<file path="src/rtl/iir_sched_pkg.sv">
// Shared widths, FSM state encoding and result-narrowing helpers for the
// IIR MAC scheduler.
package iir_sched_pkg;
    localparam int DW = 4;
    localparam int PW = 8;

    typedef enum logic [1:0] {IDLE, MUL, ACC, OUT} state_t;

    function automatic logic fits4(input logic [DW:0] sum5);
        return sum5[DW] == sum5[DW-1];
    endfunction

    function automatic logic [DW-1:0] sat4(input logic [DW:0] sum5);
        if (fits4(sum5))
            return sum5[DW-1:0];
        return sum5[DW] ? 4'b1000 : 4'b0111;
    endfunction
endpackage

</file>
<file path="src/rtl/iir_state_bank.sv">
// Per-channel coefficient and y_prev register file; the state write port
// overrides a simultaneous clear of the same channel.
module iir_state_bank
    import iir_sched_pkg::*;
#(
    parameter int CH  = 4,
    parameter int CHW = $clog2(CH)
) (
    input  logic           clk,
    input  logic           rst_n,
    input  logic           i_cfg_we,
    input  logic           i_cfg_clr,
    input  logic [CHW-1:0] i_cfg_ch,
    input  logic [DW-1:0]  i_cfg_coef,
    input  logic           i_st_we,
    input  logic [CHW-1:0] i_st_ch,
    input  logic [DW-1:0]  i_st_y,
    input  logic [CHW-1:0] i_rd_ch,
    output logic [DW-1:0]  o_rd_coef,
    output logic [DW-1:0]  o_rd_y
);
    logic [DW-1:0] r_coef [CH];
    logic [DW-1:0] r_y    [CH];
    logic          w_rd_ok;

    always_ff @(posedge clk or negedge rst_n) begin
        if (!rst_n) begin
            for (int i = 0; i < CH; i++) begin
                r_coef[i] <= '0;
                r_y[i]    <= '0;
            end
        end else begin
            for (int i = 0; i < CH; i++) begin
                if (i_cfg_we && int'(i_cfg_ch) == i)
                    r_coef[i] <= i_cfg_coef;
                if (i_st_we && int'(i_st_ch) == i)
                    r_y[i] <= i_st_y;
                else if (i_cfg_clr && int'(i_cfg_ch) == i)
                    r_y[i] <= '0;
            end
        end
    end

    assign w_rd_ok   = int'(i_rd_ch) < CH;
    assign o_rd_coef = w_rd_ok ? r_coef[i_rd_ch] : '0;
    assign o_rd_y    = w_rd_ok ? r_y[i_rd_ch]    : '0;
endmodule

</file>
<file path="src/rtl/iir_mac_scheduler.sv">
// Time-shares one external 4x4 signed multiplier across CH first-order IIR
// channels. Define IIR_SAT_EN to saturate results instead of wrapping.
module iir_mac_scheduler
    import iir_sched_pkg::*;
#(
    parameter int CH   = 4,
    parameter int CHW  = $clog2(CH),
    parameter int FRAC = 2
) (
    input  logic           clk,
    input  logic           rst_n,
    input  logic           in_valid,
    output logic           in_ready,
    input  logic [CHW-1:0] in_ch,
    input  logic [DW-1:0]  in_x,
    input  logic           cfg_we,
    input  logic           cfg_clr,
    input  logic [CHW-1:0] cfg_ch,
    input  logic [DW-1:0]  cfg_coef,
    output logic [DW-1:0]  mul_a,
    output logic [DW-1:0]  mul_b,
    input  logic [PW-1:0]  mul_p,
    output logic           out_valid,
    input  logic           out_ready,
    output logic [CHW-1:0] out_ch,
    output logic [DW-1:0]  out_y,
    output logic           busy,
    output logic           ovf
);
    state_t         r_state;
    logic [CHW-1:0] r_ch;
    logic [DW-1:0]  r_x;
    logic [PW-1:0]  r_p;
    logic [DW-1:0]  r_mul_a;
    logic [DW-1:0]  r_mul_b;
    logic           r_out_valid;
    logic [CHW-1:0] r_out_ch;
    logic [DW-1:0]  r_out_y;
    logic           r_ovf;
    logic           r_in_ready;
    logic           r_busy;

    logic [DW-1:0]  w_coef;
    logic [DW-1:0]  w_y;
    logic [DW-1:0]  w_a_next;
    logic [DW-1:0]  w_b_next;
    logic [PW-1:0]  w_p_sh;
    logic [DW:0]    w_sum;
    logic [DW-1:0]  w_res;
    logic           w_in_rng;
    logic           w_cfg_hit;
    logic           w_st_we;
    logic           w_unused;

    iir_state_bank #(.CH(CH), .CHW(CHW)) u_bank (
        .clk        (clk),
        .rst_n      (rst_n),
        .i_cfg_we   (cfg_we),
        .i_cfg_clr  (cfg_clr),
        .i_cfg_ch   (cfg_ch),
        .i_cfg_coef (cfg_coef),
        .i_st_we    (w_st_we),
        .i_st_ch    (r_ch),
        .i_st_y     (w_res),
        .i_rd_ch    (in_ch),
        .o_rd_coef  (w_coef),
        .o_rd_y     (w_y)
    );

    // Operands are captured at accept; forward a same-edge config write so
    // the MUL cycle sees the value the bank will hold.
    assign w_in_rng  = int'(in_ch) < CH;
    assign w_cfg_hit = cfg_ch == in_ch;
    assign w_a_next  = (cfg_we && w_cfg_hit) ? cfg_coef : w_coef;
    assign w_b_next  = (cfg_clr && w_cfg_hit) ? '0 : w_y;

    assign w_p_sh   = $signed(r_p) >>> FRAC;
    assign w_sum    = {r_x[DW-1], r_x} + w_p_sh[DW:0];
    assign w_unused = ^w_p_sh[PW-1:DW+1];
    assign w_st_we  = (r_state == ACC);

`ifdef IIR_SAT_EN
    assign w_res = sat4(w_sum);
`else
    assign w_res = w_sum[DW-1:0];
`endif

    always_ff @(posedge clk or negedge rst_n) begin
        if (!rst_n) begin
            r_state     <= IDLE;
            r_ch        <= '0;
            r_x         <= '0;
            r_p         <= '0;
            r_mul_a     <= '0;
            r_mul_b     <= '0;
            r_out_valid <= 1'b0;
            r_out_ch    <= '0;
            r_out_y     <= '0;
            r_ovf       <= 1'b0;
            r_in_ready  <= 1'b1;
            r_busy      <= 1'b0;
        end else begin
            case (r_state)
                IDLE: begin
                    // Out-of-range channels are consumed and silently dropped.
                    if (in_valid && w_in_rng) begin
                        r_ch       <= in_ch;
                        r_x        <= in_x;
                        r_mul_a    <= w_a_next;
                        r_mul_b    <= w_b_next;
                        r_in_ready <= 1'b0;
                        r_busy     <= 1'b1;
                        r_state    <= MUL;
                    end
                end
                MUL: begin
                    r_p     <= mul_p;
                    r_state <= ACC;
                end
                ACC: begin
                    r_out_y     <= w_res;
                    r_out_ch    <= r_ch;
                    r_out_valid <= 1'b1;
                    if (!fits4(w_sum))
                        r_ovf <= 1'b1;
                    r_state <= OUT;
                end
                OUT: begin
                    if (out_ready) begin
                        r_out_valid <= 1'b0;
                        r_mul_a     <= '0;
                        r_mul_b     <= '0;
                        r_in_ready  <= 1'b1;
                        r_busy      <= 1'b0;
                        r_state     <= IDLE;
                    end
                end
                default: r_state <= IDLE;
            endcase
        end
    end

    assign in_ready  = r_in_ready;
    assign mul_a     = r_mul_a;
    assign mul_b     = r_mul_b;
    assign out_valid = r_out_valid;
    assign out_ch    = r_out_ch;
    assign out_y     = r_out_y;
    assign busy      = r_busy;
    assign ovf       = r_ovf;
endmodule

</file>
<file path="config.mk">
export PLATFORM = sky130hd
export DESIGN_NAME = iir_mac_scheduler
export DESIGN_NICKNAME = d
export VERILOG_FILES = /design/src/rtl/iir_sched_pkg.sv /design/src/rtl/iir_state_bank.sv /design/src/rtl/iir_mac_scheduler.sv
export SDC_FILE = /design/constraint.sdc
export NUM_CORES = 1
export LEC_CHECK = 0
export CAP_MARGIN = 15
export CORE_MARGIN = 3
export CORE_UTILIZATION = 50
export CTS_BUF_LIST = sky130_fd_sc_hd__clkbuf_16
export DETAILED_ROUTE_END_ITERATION = 10
export PLACE_DENSITY = 0.75
export SETUP_SLACK_MARGIN = 0.05
export SLEW_MARGIN = 20
export SYNTH_ARGS = -nofsm -noshare
export SYNTH_HDL_FRONTEND = slang
export SYNTH_SLANG_ARGS = --single-unit
</file>
<file path="constraint.sdc">
create_clock -name clk -period 4.5 [get_ports clk]
set_clock_uncertainty 0.05 [all_clocks]
set_input_delay 1.35 -clock clk [delete_from_list [all_inputs] [get_ports clk]]
set_output_delay 1.35 -clock clk [all_outputs]
set_load 0.1 [all_outputs]
</file>
; ---- Yosys cells after proc, flatten, opt, wreduce, memory -nomap -nowiden
; Index checks and enable logic that the tools add are counted.
[totals]
ff_bits = 65
in_bits = 26
output_inout_bits = 18
word_cells = 96
[op_classes]
n_addsub = 1
n_lt_le_gt_ge = 1
n_eq_ne = 13
muxes = 31
bitwise = 2
reduce_logical = 28
[ops]
columns = op, n
row1 = two-way mux 4 bit, 17
row2 = binary-select mux 4 bit (select 2 bit), 2
row3 = case mux 4 bit (2 select lines), 2
row4 = logical AND 1 bit, 14
row5 = "== test 2 bit, second input constant", 6
row6 = nonzero test 2 bit, 6
row7 = case mux 2 bit (4 select lines), 1
row8 = AND reduction 2 bit, 4
row9 = "== test 2 x 1 -> 1 bit, second input constant", 3
row10 = zero test 2 bit, 3
row11 = case mux 1 bit (2 select lines), 3
row12 = adder 5 bit, 1
row13 = two-way mux 1 bit, 4
row14 = two-way mux 2 bit, 2
row15 = "inequality test 2 bit, second input constant", 2
row16 = "greater-or-equal comparator 3 bit, second input constant", 1
row17 = NOT 2 -> 3 bit, 1
row18 = AND reduction 3 bit, 1
row19 = == test 2 bit, 1
row20 = == test 1 bit, 1
row21 = NOT 1 bit, 1

; ---- Longest topological paths before layout
[depth]
depth_word = 7
ltp_mapped = 8
mapped_depth_nobuf = 8

; ---- Hierarchy
; Synthesis repeated with hierarchy kept, for this count alone.
[hier_totals]
cells_unflattened = 228
hier_area_um2 = 3052.9
[modules_own_cells]
columns = mod, instances, cells_each, area_per_inst_um2, seq_area_each_um2
row1 = iir_state_bank, 1, 120, 1604.0, 800.8
row2 = iir_mac_scheduler, 1, 108, 1448.9, 777.0

; ---- Worst setup path after synthesis
; OpenSTA, ideal clock, no wires.
[synth_path]
kind = in2reg
start = in in_ch[0]
end = reg r_mul_a[0] (netlist: mul_a[0])
setup_time_ps = 128
arrival_time_ps = 2174
required_time_ps = 4322
slack_ps = 2148
stages = 4
n_path_buf = 1
path_cell_list = buf_6 -> mux4_2 -> mux2i_1 -> o21ai_1
[synth_via]
elab_chain_len = 7
word_cells_on_any_way = 9
cone_classes = eq/ne: 1 / mux: 6 / bitwise: 1 / reduce/logical: 1
[synth_lines]
columns = item, line
row1 = start: declaration, iir_mac_scheduler.sv:14  ; input logic [CHW-1:0] in_ch,
row2 = NOT 2 -> 3 bit (not written as such), iir_state_bank.sv:45  ; assign o_rd_coef = w_rd_ok ? r_coef[i_rd_ch] : '0;
row3 = binary-select mux 4 bit (select 2 bit), iir_state_bank.sv:45
row4 = two-way mux 4 bit (not written as such) (2 in series), iir_state_bank.sv:45
row5 = two-way mux 4 bit *, iir_mac_scheduler.sv:74  ; assign w_a_next = (cfg_we && w_cfg_hit) ? cfg_coef : w_coef;
row6 = two-way mux 4 bit *, iir_mac_scheduler.sv:106  ; if (in_valid && w_in_rng) begin
row7 = case mux 4 bit (2 select lines) *, iir_mac_scheduler.sv:103  ; case (r_state)
row8 = end signal: assignment, iir_mac_scheduler.sv:109  ; r_mul_a <= w_a_next;
row9 = end: declaration, iir_mac_scheduler.sv:34  ; logic [DW-1:0] r_mul_a;
; Every way passes the cells marked *; elsewhere a longest branch is shown, timed or not. The select of a mux whose other input is x is not followed.
; A chain may end at the register's enable or synchronous reset.

; ---- Worst setup path in the final report
[layout_path]
start = reg r_in_ready (netlist: in_ready)
end = out in_ready
[layout_lines]
columns = item, line
row1 = start: declaration, iir_mac_scheduler.sv:40  ; logic r_in_ready;
row2 = start signal: assignment, iir_mac_scheduler.sv:100  ; r_in_ready <= 1'b1;
row3 = start signal: assignment, iir_mac_scheduler.sv:111  ; r_in_ready <= 1'b0;
row4 = start signal: assignment, iir_mac_scheduler.sv:133  ; r_in_ready <= 1'b1;
row5 = end: declaration, iir_mac_scheduler.sv:13  ; output logic in_ready,
; No word-level cell between the ends.

==> results.txt <==
- Initial DRT Pass Iterations: 4
* Longest individual stage delay on the worst path: 1120 ps
- Dividing total power by cell area gives a power density of ~800 nW/um2.
- Design internal power: approximately 1.6 mW
- Slowest stage cell, crit path: sky130_fd_sc_hd__clkdlybuf4s50_1
* Fraction of layout instances using a drive strength above 1: about a quarter
* Compound-Gate Fraction of Synth Area: 10.4%
- Remaining antenna violation count after routing: 0
- Status: finished clean
* Clock-pin slew of the registers on the worst-case setup and hold paths: 50 ps
* Leading cell type in the layout, fill and taps excluded: sky130_fd_sc_hd__dfrtp_1
* Largest net degree at the start of global routing: 34
* Worst voltage drop across the vdd grid: around 0.47 mV
- STA classifies the critical path startpoint as a flip-flop.
- The number of antenna violations at the first check in global routing is 0.
* Post-route cell area: 3600 um2
- The synthesized netlist devotes 2.38% of its cell area to XOR and XNOR gates.
* Setup-violating endpoint count in the final report: 0
* Part of the Yosys area used for sequential elements: 54.7%
* Hold buffer count at cts: 0
* Max_slew headroom: 34.6%
- Initial core utilization: 52.1%
* Relative contribution of combinational cells to total power: 48.0%
- After synthesis, the share of cell area in mux cells is 20.2%.
* Average wire per cell in the routed design: 17.0 um
* First-pass GRT wire length: 9470 um
- Largest delay share family, worst path: buffers and inverters
- Achievable frequency: 0.297 GHz
- Gp weighted congestion: 0.806
- Most frequent cells in the layout: sky130_fd_sc_hd__dfrtp_1 (62), sky130_fd_sc_hd__clkdlybuf4s50_1 (39), sky130_fd_sc_hd__mux2_2 (31)
- After detailed placement, the total cell area comes to 3340 um2.
* Area Overhead vs Synth: 24.7%
- Endpoint required time on the critical path: just over 3000 ps
* Data arrival time of the worst path: approximately 2000 ps
- In this run the mean area of a mapped cell was 13.9 um2.
- Crit path kind: reg2out
- Of all nets on the critical path, the largest fanout is 2.
- The tool flagged a number of max-cap violations equal to 0.
- Counting both buffers and inverters, the worst setup path holds a total of 1.
- Cells traversed along the worst timing path: clkdlybuf4s50_1
* Worst Hold Class: reg2reg
- I/O pin cnt: 44
- Dividing the detail-routed via count by the number of cells gives 5.55.
* Power share of the sequential group: between 30% and 40%
- The wire-length estimate of the detail-placed layout is 4040 um.
- Count of buffers from port buffering: 40
- In this run, CTS created clock tree buffers numbering 9.
- Clock buffer depth: 2
- Number of nets in the synthesized netlist: 243
* Critical Path Sink Type: primary output
- Synthesis instantiated 36 different standard cells from the library.
* Mapped Area: between 2000 and 3000 um2
* Total of flip-flops plus latches after synthesis: 63
* Total Routed Length: between 5000 and 6000 um
* Post-layout min period: around 3400 ps
- In this run the core area contains 27 standard-cell rows.
* Fraction of power spent switching nets: 42.7%
- TritonCTS clock tree: done
- In this run the vertical extent of the chip is 82.0 um.
- Setup repair after global routing left no endpoint under its margin.
* DIE AREA: 6720 um2
* Number of gates resized after CTS: 0
- Number of warnings printed during yosys synthesis: 0
- At the pin with the least slew margin, the transition time is 978 ps.
- Final net count: 290
- Cells after Synth: 207
- DRC errors left: 0
* Dominant combinational cell family by area after synthesis: multiplexers
* Die extent in x: 82.0 um
- The final-report max-slew violation count came to 0.
* Leak: 1.64 nW
- Summing the areas of all and, or, nand and nor instances in the mapped netlist gives between 4 and 5% of the synthesized area.
* Vias in the first global route: around 1.9k
* Setup TNS: 0 ps
- The tree is rooted in a sky130_fd_sc_hd__clkbuf_16.
- Clk pwr share: 20.6%
- At the later pin of the worst-skew pair, clock insertion delay measures 320 ps.
- The total count of hold-check failures in the final report came to 0.
- Adder and majority cell fraction of the synthesized area: between 4 and 5%
- The first routing iteration left 183 violations.
* Num Clock Sinks: 63
- The number of antenna diodes in the final layout is 0.
* Placeable core region: 5540 um2
* Global-route total usage across every layer: 19.4%
- After global routing the overflow that remains totals 0.
* Share of the clock period used by the worst path: roughly three quarters
- The clock tree synthesis step divided the H-tree into 3 levels.
- The detailed router placed 1836 vias in this run.
- Power dissipated by switching net loads: 1.23 mW
- Buffers added to address setup during post-CTS repair amount to 0.
[cell type report]
cell class	count	area (um2)
clock inverters	7	33.8
multi-input cells	126	1220
flip-flops and latches	63	1580
inverters	13	48.8
repair buffers	41	403
fillers	439	1940
well taps	72	90.1
clock buffers	9	225
[cell usage after synthesis (all sizes together)]
| cell | count | share of area, % |
|---|---|---|
| a21boi | 1 | 0.26 |
| a21o | 3 | 0.78 |
| a21oi | 4 | 0.95 |
| a22o | 20 | 6.1 |
| a31oi | 4 | 0.87 |
| and3 | 2 | 0.43 |
| and3b | 1 | 0.30 |
| buf | 4 | 1.2 |
| clkbuf | 1 | 0.17 |
| dfrtp | 62 | 54 |
| dfstp | 1 | 0.91 |
| fa | 1 | 0.69 |
| ha | 9 | 3.9 |
| inv | 13 | 1.7 |
| mux2 | 32 | 13 |
| mux2i | 4 | 1.4 |
| mux4 | 8 | 6.2 |
| nand2 | 10 | 1.6 |
| nand2b | 1 | 0.22 |
| nand3 | 4 | 0.69 |
| nor2 | 5 | 0.82 |
| nor3 | 1 | 0.17 |
| nor3b | 1 | 0.43 |
| o21ai | 6 | 1.0 |
| o22ai | 2 | 0.43 |
| xnor2 | 4 | 1.5 |
| xor2 | 3 | 0.91 |
[kinds of logic after synthesis]
logic type / Yosys count
flops: 63
xor+xnor: 7
mux: 44
fa+ha+maj: 10
buf+inv: 18
simple gates: 25
compound gates: 40
[worst paths after layout]
path | from | endpoint | slack (ps) | cells after the start
setup / recovery | in_ready$_DFFE_PN1P_ | in_ready | 1140 | 1
hold / removal | ovf$_DFFE_PN0P_ | ovf$_DFFE_PN0P_ | 410 | 1
setup reg to reg | r_state[0]$_DFFE_PN0P_ | u_bank.r_y[15]$_DFFE_PN0P_ | 2480 | 5
hold reg to reg | ovf$_DFFE_PN0P_ | ovf$_DFFE_PN0P_ | 410 | 1
max in group asynchronous | rst_n | out_valid$_DFFE_PN0P_ | 2500 | 2
min in group asynchronous | rst_n | mul_a[1]$_DFFE_PN0P_ | 1020 | 1
[registers in the layout (all words and copies together) (netlist names)]
| signal | flops |
|---|---|
| u_bank.r_coef | 16 |
| u_bank.r_y | 16 |
| r_p | 5 |
| mul_a | 4 |
| mul_b | 4 |
| out_y | 4 |
| r_x | 4 |
| out_ch | 2 |
| r_ch | 2 |
| r_state | 2 |
| busy | 1 |
| in_ready | 1 |
| out_valid | 1 |
| ovf | 1 |
[layer usage]
metal / global-route usage, % / routed length (um) / up-vias
met5: 0 / 0 / -
met3: 5.26 / 243 / 6
met4: 8.97 / 88 / 0
met1: 26.0 / 2630 / 933
li1: - / - / 847
met2: 29.5 / 2660 / 50
[stage by stage]
step | hold WS [ps] | worst slack, ps | power [mW] | util, % | std cells
6_report | 408 | 1140 | 2.87 | 65.0 | 331
5_1_grt | 443 | 1100 | 3.05 | 65.0 | 331
4_1_cts | 414 | 1120 | 2.90 | 65.0 | 331
3_5_place_dp | 401 | 1150 | 2.29 | 60.3 | 315
3_3_place_gp | 391 | 1180 | 2.25 | 60.3 | 315
2_1_floorplan | 411 | 2150 | 1.98 | - | 207
[power groups by stage]
| stage | combinational (mW) | clock [mW] | sequential (mW) |
|---|---|---|---|
| CTS | 1.39 | 0.607 | 0.901 |
| global route | 1.49 | 0.635 | 0.925 |
| global placement | 1.35 | 0 | 0.897 |
| finish | 1.38 | 0.593 | 0.901 |
| detailed placement | 1.39 | 0 | 0.905 |
| floorplan | 0.672 | 0 | 1.30 |
Power figures use the tool's default switching activity.
